--- config.mk ---
export PLATFORM = sky130hd
export DESIGN_NAME = ps2_frame_rx
export DESIGN_NICKNAME = d
export VERILOG_FILES = /design/src/rtl/ps2_pkg.sv /design/src/rtl/ps2_sync_edge.sv /design/src/rtl/ps2_frame_rx.sv
export SDC_FILE = /design/constraint.sdc
export NUM_CORES = 1
export LEC_CHECK = 0
export CAP_MARGIN = 30
export CORE_AREA = 2 2 87 89
export DETAILED_ROUTE_END_ITERATION = 10
export DIE_AREA = 0 0 89 91
export GPL_TIMING_DRIVEN = 1
export PLACE_DENSITY = 0.48
export SYNTH_ARGS = -nofsm -noshare
export SYNTH_HDL_FRONTEND = slang
export SYNTH_SLANG_ARGS = --single-unit
--- constraint.sdc ---
create_clock -name clk_i -period 2.15 [get_ports clk_i]
set_input_delay 0.3225 -clock clk_i [delete_from_list [all_inputs] [get_ports clk_i]]
set_output_delay 0.3225 -clock clk_i [all_outputs]
set_load 0.01 [all_outputs]
--- src/rtl/ps2_pkg.sv ---
// rtl/ps2_pkg.sv - shared types and constants for the PS/2 frame receiver
package ps2_pkg;

    typedef enum logic [1:0] {
        IDLE,
        DATA,
        PARITY,
        STOP
    } ps2_rx_state_t;

    localparam logic [7:0] PS2_EXT_PREFIX   = 8'hE0;
    localparam logic [7:0] PS2_BREAK_PREFIX = 8'hF0;

    // PS/2 uses odd parity: data plus parity bit must hold an odd number of ones
    function automatic logic odd_parity_ok(input logic [7:0] data, input logic parity);
        return ^{data, parity};
    endfunction

endpackage

--- src/rtl/ps2_sync_edge.sv ---
// rtl/ps2_sync_edge.sv - pin synchronizers and registered PS/2 clock falling-edge detect
module ps2_sync_edge #(
    parameter int SYNC_STAGES = 2
) (
    input  logic clk_i,
    input  logic reset_n,
    input  logic ps2_clk,
    input  logic ps2_data,
    output logic data_s,
    output logic fe
);

    logic [SYNC_STAGES-1:0] clk_sync_q, clk_sync_d;
    logic [SYNC_STAGES-1:0] data_sync_q, data_sync_d;
    logic prev_clk_q, prev_clk_d;
    logic fe_q, fe_d;
    logic data_s_q, data_s_d;
    logic clk_s;

    assign clk_s = clk_sync_q[SYNC_STAGES-1];

    // data gets one extra stage so it lines up with the registered edge pulse
    always_comb begin
        clk_sync_d  = {clk_sync_q[SYNC_STAGES-2:0], ps2_clk};
        data_sync_d = {data_sync_q[SYNC_STAGES-2:0], ps2_data};
        prev_clk_d  = clk_s;
        fe_d        = prev_clk_q & ~clk_s;
        data_s_d    = data_sync_q[SYNC_STAGES-1];
    end

    always_ff @(posedge clk_i or negedge reset_n) begin
        if (!reset_n) begin
            clk_sync_q  <= '1;
            data_sync_q <= '1;
            prev_clk_q  <= 1'b1;
            fe_q        <= 1'b0;
            data_s_q    <= 1'b1;
        end else begin
            clk_sync_q  <= clk_sync_d;
            data_sync_q <= data_sync_d;
            prev_clk_q  <= prev_clk_d;
            fe_q        <= fe_d;
            data_s_q    <= data_s_d;
        end
    end

    assign fe     = fe_q;
    assign data_s = data_s_q;

endmodule

--- src/rtl/ps2_frame_rx.sv ---
// rtl/ps2_frame_rx.sv - PS/2 11-bit frame receiver folding E0/F0 prefixes into scancode events
module ps2_frame_rx
    import ps2_pkg::*;
#(
    parameter int SYNC_STAGES    = 2,
    parameter int TIMEOUT_CYCLES = 2956
) (
    input  logic       clk_i,
    input  logic       reset_n,
    input  logic       ps2_clk,
    input  logic       ps2_data,
    output logic [7:0] code_o,
    output logic       break_o,
    output logic       ext_o,
    output logic       valid_o,
    output logic       err_o
);

    localparam int CW = $clog2(TIMEOUT_CYCLES);

    logic data_s, fe;

    ps2_sync_edge #(.SYNC_STAGES(SYNC_STAGES)) u_sync (
        .clk_i   (clk_i),
        .reset_n (reset_n),
        .ps2_clk (ps2_clk),
        .ps2_data(ps2_data),
        .data_s  (data_s),
        .fe      (fe)
    );

    ps2_rx_state_t state_q, state_d;
    logic [7:0]    shift_q, shift_d;
    logic [2:0]    bitcnt_q, bitcnt_d;
    logic          par_q, par_d;
    logic [CW-1:0] tmo_q, tmo_d;
    logic          ext_pend_q, ext_pend_d;
    logic          brk_pend_q, brk_pend_d;
    logic [7:0]    code_q, code_d;
    logic          break_q, break_d;
    logic          ext_q, ext_d;
    logic          valid_q, valid_d;
    logic          err_q, err_d;

    always_comb begin
        state_d    = state_q;
        shift_d    = shift_q;
        bitcnt_d   = bitcnt_q;
        par_d      = par_q;
        tmo_d      = '0;
        ext_pend_d = ext_pend_q;
        brk_pend_d = brk_pend_q;
        code_d     = code_q;
        break_d    = break_q;
        ext_d      = ext_q;
        valid_d    = 1'b0;
        err_d      = 1'b0;

        if (fe) begin
            case (state_q)
                IDLE: begin
                    if (!data_s) begin
                        state_d  = DATA;
                        bitcnt_d = '0;
                    end
                end
                DATA: begin
                    shift_d  = {data_s, shift_q[7:1]};
                    bitcnt_d = bitcnt_q + 3'd1;
                    if (bitcnt_q == 3'd7) state_d = PARITY;
                end
                PARITY: begin
                    par_d   = data_s;
                    state_d = STOP;
                end
                STOP: begin
                    state_d = IDLE;
                    if (!(odd_parity_ok(shift_q, par_q) && data_s)) begin
                        err_d      = 1'b1;
                        ext_pend_d = 1'b0;
                        brk_pend_d = 1'b0;
                    end else if (shift_q == PS2_EXT_PREFIX) begin
                        ext_pend_d = 1'b1;
                    end else if (shift_q == PS2_BREAK_PREFIX) begin
                        brk_pend_d = 1'b1;
                    end else begin
                        code_d     = shift_q;
                        break_d    = brk_pend_q;
                        ext_d      = ext_pend_q;
                        valid_d    = 1'b1;
                        ext_pend_d = 1'b0;
                        brk_pend_d = 1'b0;
                    end
                end
                default: state_d = IDLE;
            endcase
        end else if (state_q != IDLE) begin
            // an edge in the same cycle always takes priority over the timeout
            if (tmo_q == CW'(TIMEOUT_CYCLES - 1)) begin
                state_d    = IDLE;
                err_d      = 1'b1;
                ext_pend_d = 1'b0;
                brk_pend_d = 1'b0;
            end else begin
                tmo_d = tmo_q + CW'(1);
            end
        end
    end

    always_ff @(posedge clk_i or negedge reset_n) begin
        if (!reset_n) begin
            state_q    <= IDLE;
            shift_q    <= '0;
            bitcnt_q   <= '0;
            par_q      <= 1'b0;
            tmo_q      <= '0;
            ext_pend_q <= 1'b0;
            brk_pend_q <= 1'b0;
            code_q     <= 8'h00;
            break_q    <= 1'b0;
            ext_q      <= 1'b0;
            valid_q    <= 1'b0;
            err_q      <= 1'b0;
        end else begin
            state_q    <= state_d;
            shift_q    <= shift_d;
            bitcnt_q   <= bitcnt_d;
            par_q      <= par_d;
            tmo_q      <= tmo_d;
            ext_pend_q <= ext_pend_d;
            brk_pend_q <= brk_pend_d;
            code_q     <= code_d;
            break_q    <= break_d;
            ext_q      <= ext_d;
            valid_q    <= valid_d;
            err_q      <= err_d;
        end
    end

    assign code_o  = code_q;
    assign break_o = break_q;
    assign ext_o   = ext_q;
    assign valid_o = valid_q;
    assign err_o   = err_q;

endmodule

Word level (Yosys, flattened, before mapping)
Cells that the tools add are included.
{"block": "word_totals", "reg_bits": 47, "in_bits": 4, "output_inout_bits": 12, "elab_cells": 83}
{"block": "classes", "add_sub_neg": 2, "eq_ne": 13, "muxes": 33, "n_bitwise": 4, "reduce_logical": 14}
{"op": "$mux 12", "count": 3}
{"op": "$mux 1", "count": 22}
{"op": "$eq 8x8->1 const B", "count": 2}
{"op": "$add 12x1->12 const B", "count": 1}
{"op": "$eq 12x12->1 const B", "count": 1}
{"op": "$reduce_and 4->1", "count": 3}
{"op": "$mux 2", "count": 5}
{"op": "$ne 3x3->1 const B", "count": 3}
{"op": "$reduce_xor 9->1", "count": 1}
{"op": "$pmux 2 s4", "count": 1}
{"op": "$reduce_bool 2->1", "count": 4}
{"op": "$pmux 3 s2", "count": 1}
{"op": "$reduce_and 5->1", "count": 1}
{"op": "$eq 2x2->1 const B", "count": 2}
{"op": "$ne 2x2->1 const B", "count": 2}
{"op": "$ne 4x4->1 const B", "count": 1}
{"op": "$reduce_and 2->1", "count": 2}
{"op": "$add 3x1->3 const B", "count": 1}
{"op": "$eq 3x3->1 const B", "count": 1}
{"op": "$mux 3", "count": 1}
{"op": "$not 1->1", "count": 3}
{"op": "$reduce_and 3->1", "count": 1}
{"op": "$eq 2x1->1 const B", "count": 1}
{"op": "$logic_not 2->1", "count": 1}
{"op": "other kinds (2)", "count": 2}

Logic depth before layout (Yosys ltp)
Gate-level depths: netlist of the first run.
{"block": "depth", "ltp_word": 6, "ltp_mapped": 6, "depth_no_buf": 6}

By module
From an unflattened synthesis of the first run, not the netlist that was laid out.
{"block": "hier_totals", "cells_unflattened": 170, "area_unflattened_um2": 2163.3}
{"mod": "ps2_frame_rx", "instances": 1, "cells_per_inst": 162, "area_each_um2": 1966.9, "seq_area_each_um2": 1001.0}
{"mod": "ps2_sync_edge", "instances": 1, "cells_per_inst": 8, "area_each_um2": 196.4, "seq_area_each_um2": 182.7}

Worst setup path after synthesis of the first run
No wires, ideal clock.
{"block": "synth_timing", "path_kind": "reg2reg", "start": "register shift_q[2]", "end": "register break_q, in the netlist break_o", "setup_time_ps": 125, "t_arrival_ps": 1736, "required_ps": 2025, "slack_ps": 289, "stages_incl_launch_ff": 7, "n_path_buf": 1, "synth_period_minus_slack_ps": 1861, "cell_sequence": "dfrtp_1 xnor2_1 xnor3_1 xnor2_2 nand3_2 buf_6 mux2_4"}
{"block": "synth_via", "elab_chain_cells": 3, "word_cells_on_any_way": 7, "cone_classes": "eq/ne: 2; bitwise: 2; reduce/logical: 3"}
{"item": "from (decl)", "line_no": "ps2_frame_rx.sv:33", "source": "logic [7:0] shift_q, shift_d;"}
{"item": "from (signal assigned)", "line_no": "ps2_frame_rx.sv:126", "source": "shift_q <= shift_d;"}
{"item": "$eq 8x8->1, or another cell as far along", "line_no": "ps2_frame_rx.sv:84", "source": "end else if (shift_q == PS2_BREAK_PREFIX) begin"}
{"item": "$not 1->1 (no source line) / $logic_and 1x1->1 (equally long branches)"}
{"item": "$reduce_and 5->1 (no source line) *"}
{"item": "to (signal assigned)", "line_no": "ps2_frame_rx.sv:133", "source": "break_q <= break_d;"}
{"item": "to (decl)", "line_no": "ps2_frame_rx.sv:40", "source": "logic break_q, break_d;"}
Every way passes the cells marked *; elsewhere a longest branch is shown, timed or not.
A chain may end at the register's enable or synchronous reset.

Worst setup path after layout of the first run
{"block": "layout_timing", "start": "register tmo_q[5]", "end": "register ext_pend_q"}
{"block": "layout_via", "elab_chain_cells": 3}
{"item": "from (decl)", "line_no": "ps2_frame_rx.sv:36", "source": "logic [CW-1:0] tmo_q, tmo_d;"}
{"item": "from (signal assigned)", "line_no": "ps2_frame_rx.sv:129", "source": "tmo_q <= tmo_d;"}
{"item": "$eq 12x12->1", "line_no": "ps2_frame_rx.sv:99", "source": "if (tmo_q == CW'(TIMEOUT_CYCLES - 1)) begin"}
{"item": "$reduce_bool 2->1 (no source line)"}
{"item": "$reduce_and 4->1 (no source line)"}
{"item": "to (signal assigned)", "line_no": "ps2_frame_rx.sv:130", "source": "ext_pend_q <= ext_pend_d;"}
{"item": "to (decl)", "line_no": "ps2_frame_rx.sv:37", "source": "logic ext_pend_q, ext_pend_d;"}
No other way between the ends.

==> metrics.txt, run 1 <==
worst hold slack ~0.10 ns; Peak Freq around 0.50 GHz; Primary FF master, synth dfrtp_1; Max FO, Critical Path 3; initial antenna violation count 0; drt total wl 3.71 mm; asr flop ratio synth 100%; DR vias/cell 4.24; # diodes 0; Peak supply drop 0.359 mV; HPWL Detailed 2.50 mm; Starting Density between 20% and 30%; Max-cap violations 0; synthesis-stage register bit count 47; wire length per cell roughly 12 µm; CP Cell Sequence or4_1 > nor3_1 > a21oi_1 > a41oi_1 > o21ba_2; Clock Skew roughly 0.0057 ns; Clock Pin Slew Worst Setup and Hold Paths ~0.080 ns; Clock Tree Root clkbuf_8; Synth Instances approximately 180; PortBufs 15; RSZ-0062 raised after global routing no; synthesized cell area approximately 0.0021 mm²; Crit path arrival time approximately 2.2 ns; drt pass-1 iters 2; Worst path slowest cell or4_1; crit share post-route 92.8%; CP peak stage delay 0.51 ns; synthesized area per cell roughly 12 µm²; fill count between 700 and 800; Die H approximately 90 µm; Final ANT Viol Nets 0; Synth top area share around half; sequential cell area fraction in the yosys report around 56%; setup TNS 0 ns; Power per Cell Area around 1100 mW/mm²; Crit Path Category reg2reg; Sink Count between 40 and 50; via count about 1,300; initial DRC count 34; Post-synth EDFFs 0; Rel. slew slack approximately three fifths; CP top delay family simple AND/OR/NAND/NOR gates; # DRC 0; grt ovf 0; Final Net Count 215; Netlist cell types 40; largest net degree at the start of global routing 48; Slew @ Worst Pin 0.604 ns; die area just over 0.008 mm²; final hold vios 0; status finished clean; Area growth, synth to finish 19.3%; total setup buffers inserted after CTS 0; layout cells sized above 1 20.0%; Worst setup SP type flip-flop; Core Rows 31; synth top area cells dfrtp_1 49%, dfstp_2 7.5%, mux2_4 5.0%; min-delay worst type in2async; Tmin final around 2.0 ns; syn_nets 189; H-tree depth 2; Core Region 0.00714 mm²; Synthesis Warnings 0; Post-CTS Hold Buffers 0; Num CTS Buffers 5; fin. max-slew vios 0; global-route wire length before repair roughly 6.2 mm; Overall Global Routing Usage 9.91%; Worst EP required between 2 and 2.5 ns; WP buf/inv 0; clk_lat worst skew approximately 0.30 ns; Top Ports 16; vias in the first global route 1,307; Final setup viols 0; Die W 89 µm; Lkg Pwr around 1.2 nW; CTS Buffer Depth 2; dominant cell type by area after synthesis dfrtp_1; routability cong. just over 0.7; endpoint class of the critical path flip-flop; CTS tree built
cells by family after synthesis:
family                     count (synthesis)  share of synthesized area, %
xor gates and xnor gates                  17                          8.10
adders and majority gates                  7                          4.17
DFF                                       47                          56.3
buffers and inverters                     13                          2.74
muxes                                     14                          8.69
and+or+nand+nor                           61                          14.1
AOI/OAI and AO/OA                         19                          5.89
worst register-to-register path: stages, from the launching register on:
cell and delay (ns):
dfrtp_1 0.39, or4_1 0.52, nor3_1 0.33, a21oi_1 0.18, a41oi_1 0.27, o21ba_2 0.20
flip-flops by register name (all words and copies together), names as in the netlist:
signal and flops:
brk_pend_q 1, ext_o 1, u_sync.data_sync_q 2, u_sync.clk_sync_q 2
state_q 2, ext_pend_q 1, tmo_q 12, bitcnt_q 3
valid_o 1, code_o 8, par_q 1, u_sync.fe 1
shift_q 8, break_o 1, u_sync.prev_clk_q 1, u_sync.data_s 1
err_o 1
per-layer routing:
layer / GRT usage, % / part of all wire, % / up-vias
li1: - / - / 657
met1: 13.5 / 50 / 608
met2: 14.9 / 45 / 19
met3: 2.45 / 2.9 / 5
met4: 4.10 / 1.7 / 0
met5: 0 / 0 / -
layout by cell type (no fill, tap or decap), types with 2 or more instances in the layout:
cell type        netlist  routed
mux2_4                 7       7
xor2_1                 6       6
buf_4                  0       7
ha_1                   7       7
nor2_1                20      20
nand4_1                3       3
nand2b_1               3       3
inv_1                  9       9
clkinv_2               0       3
clkdlybuf4s50_1        0      14
nand2_1               16      16
o21ai_0               10      10
dfstp_2                6       6
clkbuf_8               0       5
mux2_2                 5       5
o21ba_2                2       2
xnor2_1                9       8
a21oi_1                2       2
and3_1                 2       2
xnor2_2                1       2
nand3_1                6       6
dfrtp_1               41      41
synthesized netlist by cell type, drive strengths merged, types with 3 or more instances:
cell / number
nand2: 16
mux2: 13
xor2: 6
inv: 9
xnor2: 10
o21ai: 10
dfrtp: 41
nor2: 20
dfstp: 6
nand2b: 3
nand3: 7
nand4: 3
ha: 7
power breakdown:
group,switching (W),total [W],internal (W)
Sequential,0.000153,0.00120,0.00105
Clock,0.000289,0.000512,0.000223
Combinational,0.000500,0.00100,0.000503
Total,0.000942,0.00272,0.00178
final cells by class:
class / count / area, µm² / share of cell area, %
tap: 99 / 124 / 4.94
sequential: 47 / 1180 / 47.2
clock buffer: 5 / 68.8 / 2.74
timing repair buffer: 22 / 198 / 7.88
inverter: 9 / 33.8 / 1.35
clock inverter: 3 / 15.0 / 0.599
multi-input combinational: 119 / 886 / 35.3
per-stage QoR:
| stage | setup slack, ns | utilization (%) | total power [W] | instance area, µm² | cells |
|---|---|---|---|---|---|
| after floorplan | 0.289 | - | 0.00190 | 2100 | 178 |
| after global placement | 0.0664 | 33.6 | 0.00215 | 2400 | 295 |
| after detailed placement | 0.00795 | 33.6 | 0.00216 | 2400 | 295 |
| after CTS | 0.109 | 34.9 | 0.00271 | 2490 | 303 |
| after global routing | 0.0148 | 35.2 | 0.00295 | 2510 | 304 |
| final | 0.155 | 35.2 | 0.00272 | 2510 | 304 |
timing repair:
action / CTS / global route
gates cloned: 0 / 1
setup endpoints to repair: 1 / 1
pin swaps: 0 / 2
gates resized for setup: 1 / 1
final timing paths:
| check | from | to | slack, ns | depth (start not counted) |
|---|---|---|---|---|
| setup / recovery | tmo_q[5]$_DFF_PN0_ | ext_pend_q$_DFFE_PN0P_ | 0.15 | 5 |
| hold / removal | reset_n | bitcnt_q[2]$_DFFE_PN0P_ | 0.10 | 2 |
| setup reg to reg | tmo_q[5]$_DFF_PN0_ | ext_pend_q$_DFFE_PN0P_ | 0.15 | 5 |
| hold reg to reg | u_sync.clk_sync_q[0]$_DFF_PN1_ | u_sync.clk_sync_q[1]$_DFF_PN1_ | 0.36 | 0 |
| max in group asynchronous | reset_n | u_sync.fe$_DFF_PN0_ | 1.62 | 2 |
| min in group clk_i | u_sync.clk_sync_q[0]$_DFF_PN1_ | u_sync.clk_sync_q[1]$_DFF_PN1_ | 0.36 | 0 |
(Power assumes the default switching activity.)
==> run 2: changes to the inputs <==
--- a/config.mk
+++ b/config.mk
@@ -11,6 +11,7 @@
 export DIE_AREA = 0 0 89 91
 export GPL_TIMING_DRIVEN = 1
 export PLACE_DENSITY = 0.48
+export SKIP_LAST_GASP = 1
 export SYNTH_ARGS = -nofsm -noshare
 export SYNTH_HDL_FRONTEND = slang
 export SYNTH_SLANG_ARGS = --single-unit
==> results of run 2 <==
Final layout, timing and power as in run 1 (identical DEF).
